--- src/rtl/puerto_lectura_pkg.sv ---
// rtl/puerto_lectura_pkg.sv - shared address offsets and interrupt state encoding
package puerto_lectura_pkg;

  typedef enum logic {
    IRQ_IDLE = 1'b0,
    IRQ_REQ  = 1'b1
  } irq_state_t;

  // Offsets relative to BASE_ID; they follow the data registers.
  function automatic logic [7:0] ofs_status(input int n_src);
    return 8'(n_src);
  endfunction

  function automatic logic [7:0] ofs_overrun(input int n_src);
    return 8'(n_src + 1);
  endfunction

endpackage

--- src/rtl/puerto_lectura_celda.sv ---
// rtl/puerto_lectura_celda.sv - per-source byte register with pending and overrun flags
module celda_fuente (
  input  logic       clk,
  input  logic       rst,
  input  logic       captura,
  input  logic [7:0] dato_in,
  input  logic       limpia_pending,
  input  logic       limpia_overrun,
  output logic [7:0] dato,
  output logic       pending,
  output logic       overrun
);

  // A read of this byte in the capture cycle consumes the old byte, so no overrun.
  logic pone_overrun;
  assign pone_overrun = captura && pending && !limpia_pending;

  always_ff @(posedge clk or negedge rst) begin
    if (!rst) begin
      dato    <= 8'h00;
      pending <= 1'b0;
      overrun <= 1'b0;
    end else begin
      if (captura) begin
        dato    <= dato_in;
        pending <= 1'b1;
      end else if (limpia_pending) begin
        pending <= 1'b0;
      end
      if (pone_overrun) begin
        overrun <= 1'b1;
      end else if (limpia_overrun) begin
        overrun <= 1'b0;
      end
    end
  end

endmodule

--- src/rtl/puerto_lectura.sv ---
// rtl/puerto_lectura.sv - input port block: address decode, registered read mux, interrupt FSM
module puerto_lectura
  import puerto_lectura_pkg::*;
#(
  parameter int         N_SRC   = 4,
  parameter logic [7:0] BASE_ID = 8'h00
) (
  input  logic               clk,
  input  logic               rst,
  input  logic               en,
  input  logic               read_strobe,
  input  logic [7:0]         port_id,
  input  logic [8*N_SRC-1:0] src_data,
  input  logic [N_SRC-1:0]   src_valid,
  input  logic               interrupt_ack,
  output logic [7:0]         port_in,
  output logic               interrupt,
  output logic [N_SRC-1:0]   pending
);

  logic [7:0]       dato [N_SRC];
  logic [N_SRC-1:0] overrun;
  logic [7:0]       ofs;
  logic             lectura;
  logic             hit_overrun;
  logic [7:0]       rd_mux;
  irq_state_t       state_q, state_d;

  // Addresses below BASE_ID wrap to large offsets and decode as unmapped.
  assign ofs         = port_id - BASE_ID;
  assign lectura     = en && read_strobe;
  assign hit_overrun = (ofs == ofs_overrun(N_SRC));

  for (genvar i = 0; i < N_SRC; i++) begin : g_celda
    celda_fuente u_celda (
      .clk            (clk),
      .rst            (rst),
      .captura        (src_valid[i]),
      .dato_in        (src_data[8*i +: 8]),
      .limpia_pending (lectura && (ofs == 8'(i))),
      .limpia_overrun (lectura && hit_overrun),
      .dato           (dato[i]),
      .pending        (pending[i]),
      .overrun        (overrun[i])
    );
  end

  always_comb begin
    rd_mux = 8'h00;
    for (int i = 0; i < N_SRC; i++) begin
      if (ofs == 8'(i)) rd_mux = dato[i];
    end
    if (ofs == ofs_status(N_SRC)) rd_mux = 8'(pending);
    if (hit_overrun)              rd_mux = 8'(overrun);
  end

  always_ff @(posedge clk or negedge rst) begin
    if (!rst) begin
      port_in <= 8'h00;
      state_q <= IRQ_IDLE;
    end else begin
      port_in <= rd_mux;
      state_q <= state_d;
    end
  end

  always_comb begin
    state_d   = state_q;
    interrupt = 1'b0;
    case (state_q)
      IRQ_IDLE: if (|src_valid) state_d = IRQ_REQ;
      IRQ_REQ: begin
        interrupt = 1'b1;
        if (interrupt_ack && !(|src_valid)) state_d = IRQ_IDLE;
      end
      default: state_d = IRQ_IDLE;
    endcase
  end

endmodule

--- config.mk ---
export PLATFORM = sky130hd
export DESIGN_NAME = puerto_lectura
export DESIGN_NICKNAME = d
export VERILOG_FILES = /design/src/rtl/puerto_lectura_pkg.sv /design/src/rtl/puerto_lectura_celda.sv /design/src/rtl/puerto_lectura.sv
export SDC_FILE = /design/constraint.sdc
export NUM_CORES = 1
export LEC_CHECK = 0
export BUFFER_PORTS_ARGS = -buffer_cell sky130_fd_sc_hd__buf_2
export CAP_MARGIN = 20
export CORE_MARGIN = 4
export CORE_UTILIZATION = 51
export DETAILED_ROUTE_END_ITERATION = 8
export PLACE_DENSITY = 0.89
export RECOVER_POWER = 100
export SYNTH_ARGS = -nofsm -noshare
export SYNTH_HDL_FRONTEND = slang
export SYNTH_SLANG_ARGS = --single-unit
export TNS_END_PERCENT = 10
--- constraint.sdc ---
create_clock -name clk -period 1.5 [get_ports clk]
set_input_delay 0.15 -clock clk [delete_from_list [all_inputs] [get_ports clk]]
set_output_delay 0.15 -clock clk [all_outputs]
set_load 0.02 [all_outputs]
=== Word-level counts from Yosys, hierarchy flattened ===
Index checks and enable logic that the tools add are counted.

* Equality and inequality tests: 5
* Mux-type cells: 23
* Bitwise logic cells: 1
* Reduce and logical (&&, ||, !) cells: 30

{| class="wikitable"
|+ Operators by type and width
! cell !! number
|-
| $mux W8 || 6
|-
| $eq A8 B2 Y1 const B || 2
|-
| $eq A8 B3 Y1 const B || 2
|-
| $mux W1 || 16
|-
| $reduce_bool A2 Y1 || 8
|-
| $logic_and A1 B1 Y1 || 15
|-
| $eq A8 B1 Y1 const B || 1
|-
| $logic_not A8 Y1 || 1
|-
| $logic_not A1 Y1 || 5
|-
| $reduce_or A4 Y1 || 1
|-
| $pmux W1 S2 || 1
|-
| $not A1 Y1 || 1
|}

* Flip-flop bits (word level): 49
* Input port bits: 49
* Output and inout bits: 13
* Word-level logic and storage cells: 73

=== Longest topological paths before layout ===
* Depth in word-level cells: 7
* Mapped depth: 6
* Mapped depth without buffers: 4

=== Cells and area by module ===
A second synthesis with hierarchy kept.

* Cells, all modules: 161
* Area total of the unflattened synthesis: 2,346.0 um^2

{| class="wikitable"
|+ By module, submodules not included
! module !! times used !! cells an instance !! area an instance (um^2) !! sequential area each (um^2)
|-
| celda_fuente || 4 || 23 || 407.9 || 250.2
|-
| puerto_lectura || 1 || 69 || 714.4 || 225.2
|}

=== Least setup slack after synthesis ===
OpenSTA, ideal clock, no wires.

* Kind: input to register
* From: in port_id[7]
* To: reg g_celda[0].u_celda.overrun
* Library setup time: 0.122 ns
* Arrival time: 1.340 ns
* Data required time: 1.378 ns
* Path slack: 0.038 ns
* Cell stages on the path: 5
* Path buffers: 1
* Cells stage by stage: or4_4 nor3_4 buf_4 nand3_1 a32o_1

* Cells in the longest elaborated chain, start to end: 5
* Elaborated cells on any way between the ends: 8
* Classes of those cells: eq/ne (1); mux (1); reduce/logical (6)

{| class="wikitable"
|+ Ends and longest elaborated chain
! what !! line !! source
|-
| from (decl) || puerto_lectura.sv:12 || <nowiki>input logic [7:0] port_id,</nowiki>
|-
| $logic_not A8 Y1 || puerto_lectura.sv:40 || <nowiki>.limpia_pending (lectura && (ofs == 8'(i))),</nowiki>
|-
| $logic_and A1 B1 Y1 || puerto_lectura.sv:40 ||
|-
| $logic_not A1 Y1 || puerto_lectura_celda.sv:16 || <nowiki>assign pone_overrun = captura && pending && !limpia_pending;</nowiki>
|-
| $logic_and A1 B1 Y1 || puerto_lectura_celda.sv:16 ||
|-
| $mux W1 / $reduce_bool A2 Y1 (equally long branches) || n/a ||
|-
| to (signal assigned) || puerto_lectura_celda.sv:22 || <nowiki>overrun <= 1'b0;</nowiki>
|-
| to (signal assigned) || puerto_lectura_celda.sv:31 || <nowiki>overrun <= 1'b1;</nowiki>
|-
| to (signal assigned) || puerto_lectura_celda.sv:33 || <nowiki>overrun <= 1'b0;</nowiki>
|-
| to (decl) || puerto_lectura_celda.sv:11 || <nowiki>output logic overrun</nowiki>
|}

Parallel ways exist; a longest one is shown, timed or not.
A chain may end at the register's enable or synchronous reset.

=== Final worst setup path ===
* From: reg g_celda[3].u_celda.dato[2]
* To: reg port_in[2]

* Cells in the longest elaborated chain, start to end: 3

{| class="wikitable"
|+ Ends and longest elaborated chain
! what !! line !! source
|-
| from (decl) || puerto_lectura_celda.sv:9 || <nowiki>output logic [7:0] dato,</nowiki>
|-
| from (signal assigned) || puerto_lectura_celda.sv:25 || <nowiki>dato <= dato_in;</nowiki>
|-
| $mux W8 || puerto_lectura.sv:51 || <nowiki>if (ofs == 8'(i)) rd_mux = dato[i];</nowiki>
|-
| $mux W8 || puerto_lectura.sv:53 || <nowiki>if (ofs == ofs_status(N_SRC)) rd_mux = 8'(pending);</nowiki>
|-
| $mux W8 || puerto_lectura.sv:54 || <nowiki>if (hit_overrun) rd_mux = 8'(overrun);</nowiki>
|-
| net rd_mux[2] || puerto_lectura.sv:26 || <nowiki>logic [7:0] rd_mux;</nowiki>
|-
| to (signal assigned) || puerto_lectura.sv:62 || <nowiki>port_in <= rd_mux;</nowiki>
|-
| to (decl) || puerto_lectura.sv:16 || <nowiki>output logic [7:0] port_in,</nowiki>
|}

The timed path passes the listed nets, and every way through them passes these cells.

==> results.txt <==
status = finished clean
Net Sw Frac = 0.233
Worst Reg2Reg Path Length in Cells = 4
PD cells = 969 nW/um2
commonest non-fill, non-tap cell in the layout = dfrtp_1
Core Area = 4030 um2
Worst setup EP type = register
Antenna diodes = 0
pin count of the biggest net entering global routing = 50
GP Congestion = 0.855
Seq cells post-synth = 49
final setup vio count = 0
initial detailed-routing violation count = 69
H-tree Lvls = 2
Worst-Margin Slew = 0.646 ns
top-area cell type share of the netlist area = 0.573
TritonCTS Buffers = 5
Crit Reg-Reg Startpoint = g_celda[3].u_celda.dato[2]
delay-heaviest family, CP = multiplexers
logic gate share of total power = 0.126
area leader, netlist = dfrtp_1
Placed Area = 2520 um2
CTS root buf = clkbuf_8
Slew Viols, Final = 0
fin worst setup slack = 0.0485 ns
Worst slew margin = 0.569
vias in the first global route = 1421
vias per cell = 5.48
Skew-Pair Late Insertion Delay = 0.29 ns
count of unique library cells instantiated by Yosys = 27
Die W = 72.8 um
# DRC = 0
wire per inst = 16.3 um
worst-path cell chain = or2_2 -> mux4_2 -> a2bb2oi_2 -> a31oi_1
first-pass GRT wire length = 6880 um
Nets = 264
antenna violations before repair = 0
Tot Pwr = 2510 uW
clk_skew = 0.00444 ns
synth warn = 0
Primary FF master, synth = dfrtp_1
hold worst-path end = state_q
Final Hold Violating Endpoints = 0
Vias = 1458
sequential share of the synthesized area = 0.573
Max Clk Rate = 689 MHz
Post-Place Cells = 257
clk buf depth = 2
total die area = 5300 um2
Placement Setup Slack = -0.203 ns
buffers plus inverters on the worst setup path = 0
Syn Nets = 198
CTS tree = built
internal cell power = 1920 uW
clock group share of total power = 0.294
Final Critical Period = 1.45 ns
r2r endpoint = port_in[2]
synth top area cells = dfrtp_1 57%, mux2_2 17%, mux4_2 7.4%, a32o_1 1.9%, buf_4 1.8%
# clock sinks = 49
Reg power frac = 0.580
Mapped Area = 2140 um2
worst hold start = interrupt_ack
Layout area overhead = 20.8%
die height = 72.8 um
worst ir drop on vdd = 920 uV
CP required = 1.67 ns
HP Class = primary input to register
number of synthesized flops with an enable pin = 0
total grt overflow = 0
max-cap viol count = 0
share of layout cells above drive strength 1 = 0.486
slowest CP cell = mux4_2
commonest cells after routing, fill and taps aside = 49 x dfrtp_1, 48 x buf_2, 32 x mux2_2
kind of critical path = register to register
io pins = 62
PortBufs = 61
Final Cell Area = 2580 um2
gr usage total = 0.175
largest fanout on the critical path = 2
CTS clk-pin slew, worst paths = 0.08 ns
Avg Cell Area, Syn = 14.4 um2
Core Util, Final = 0.642
Final Cycle Share = 0.968
post-CTS setup buffer count = 0
Worst EP arrival = 1.62 ns
drt total wl = 4350 um
Non-Filler Instances = 266
nature of the critical path startpoint = register
Initial Util = 0.531
NetSw = 583 uW
post-synthesis cell count = 149
# rows = 23
ys async rst share = 1.00
Hold Crit Depth = 2
CP peak stage delay = 0.50 ns
r2r setup slk = 0.05 ns
1st-pass router iterations = 4
DPL Wire Length = 3190 um
Leakage = 0.00115 uW
Detail Route Antenna Nets = 0
==> power groups by stage <==
stage,clock (uW),combinational [uW],sequential [uW]
3_3_place_gp,0,314,1470
6_report,736,316,1450
3_5_place_dp,0,325,1480
5_1_grt,825,347,1470
2_1_floorplan,0,185,1470
4_1_cts,762,327,1450
==> cell usage after synthesis, types with 2 or more instances <==
cell and n:
a21o_1 4, mux2i_1 3, inv_1 2, clkbuf_1 5
buf_4 5, buf_2 2, a31oi_1 2, a2bb2oi_1 2
a32o_1 4, nand3_1 2, nor2_1 5, and2_1 5
dfrtp_1 49, o21ai_0 6, mux2_2 32, nand2_1 4
mux4_2 7
==> state kept, by name, summed over array words and instances, names as in the netlist <==
signal and count:
g_celda.u_celda.dato 32, g_celda.u_celda.overrun 4, g_celda.u_celda.pending 4, port_in 8, state_q 1
==> routing by layer <==
metal,track usage,up-vias,wire length (um)
met3,0.0565,2,271
met5,0,-,0
met1,0.231,750,1830
met4,0.0369,0,14
met2,0.285,36,2230
li1,-,670,-
==> cell families after synthesis <==
family | count (synthesis) | synth area share
buffers and inverters | 14 | 0.0345
flip-flops | 49 | 0.573
multiplexers | 42 | 0.256
AND/OR/NAND/NOR | 26 | 0.0754
AO/OA/AOI/OAI | 18 | 0.0608
==> what timing repair did <==
| item | in CTS | in global routing |
|---|---|---|
| gates resized for setup | 0 | 1 |
| hold buffers | 1 | 0 |
| endpoints found under the setup margin | 0 | 1 |
| hold endpoints to repair | 49 | 0 |
==> per-stage QoR <==
step	hold WS, ns	TNS (ns)
final	0.0461	0
after global routing	0.0379	-0.00860
after CTS	0.0281	0
after detailed placement	0.157	-1.26
after global placement	0.154	-0.804
after floorplan	-0.146	0
==> worst max-delay path by stage <==
stage,start,end,slack [ns],cells after the start
after global routing,g_celda[3].u_celda.dato[2],port_in[2],-0.009,4
after CTS,g_celda[3].u_celda.dato[2],port_in[2],0.03,4
after global placement,port_id[7],g_celda[2].u_celda.overrun,-0.14,5
after detailed placement,port_id[7],g_celda[2].u_celda.overrun,-0.20,5
final,g_celda[3].u_celda.dato[2],port_in[2],0.05,4
after floorplan,port_id[7],g_celda[0].u_celda.overrun,0.04,5
==> layout make-up <==
type | instances | area (um2)
clock buffer | 7 | 76.3
clock inverter | 1 | 7.51
fill | 327 | 1440
inverter | 2 | 7.51
multi-input combinational | 86 | 846
sequential | 49 | 1230
tap | 50 | 62.6
timing repair buffer | 71 | 359
Note: power is estimated with default switching activity, not from simulation.
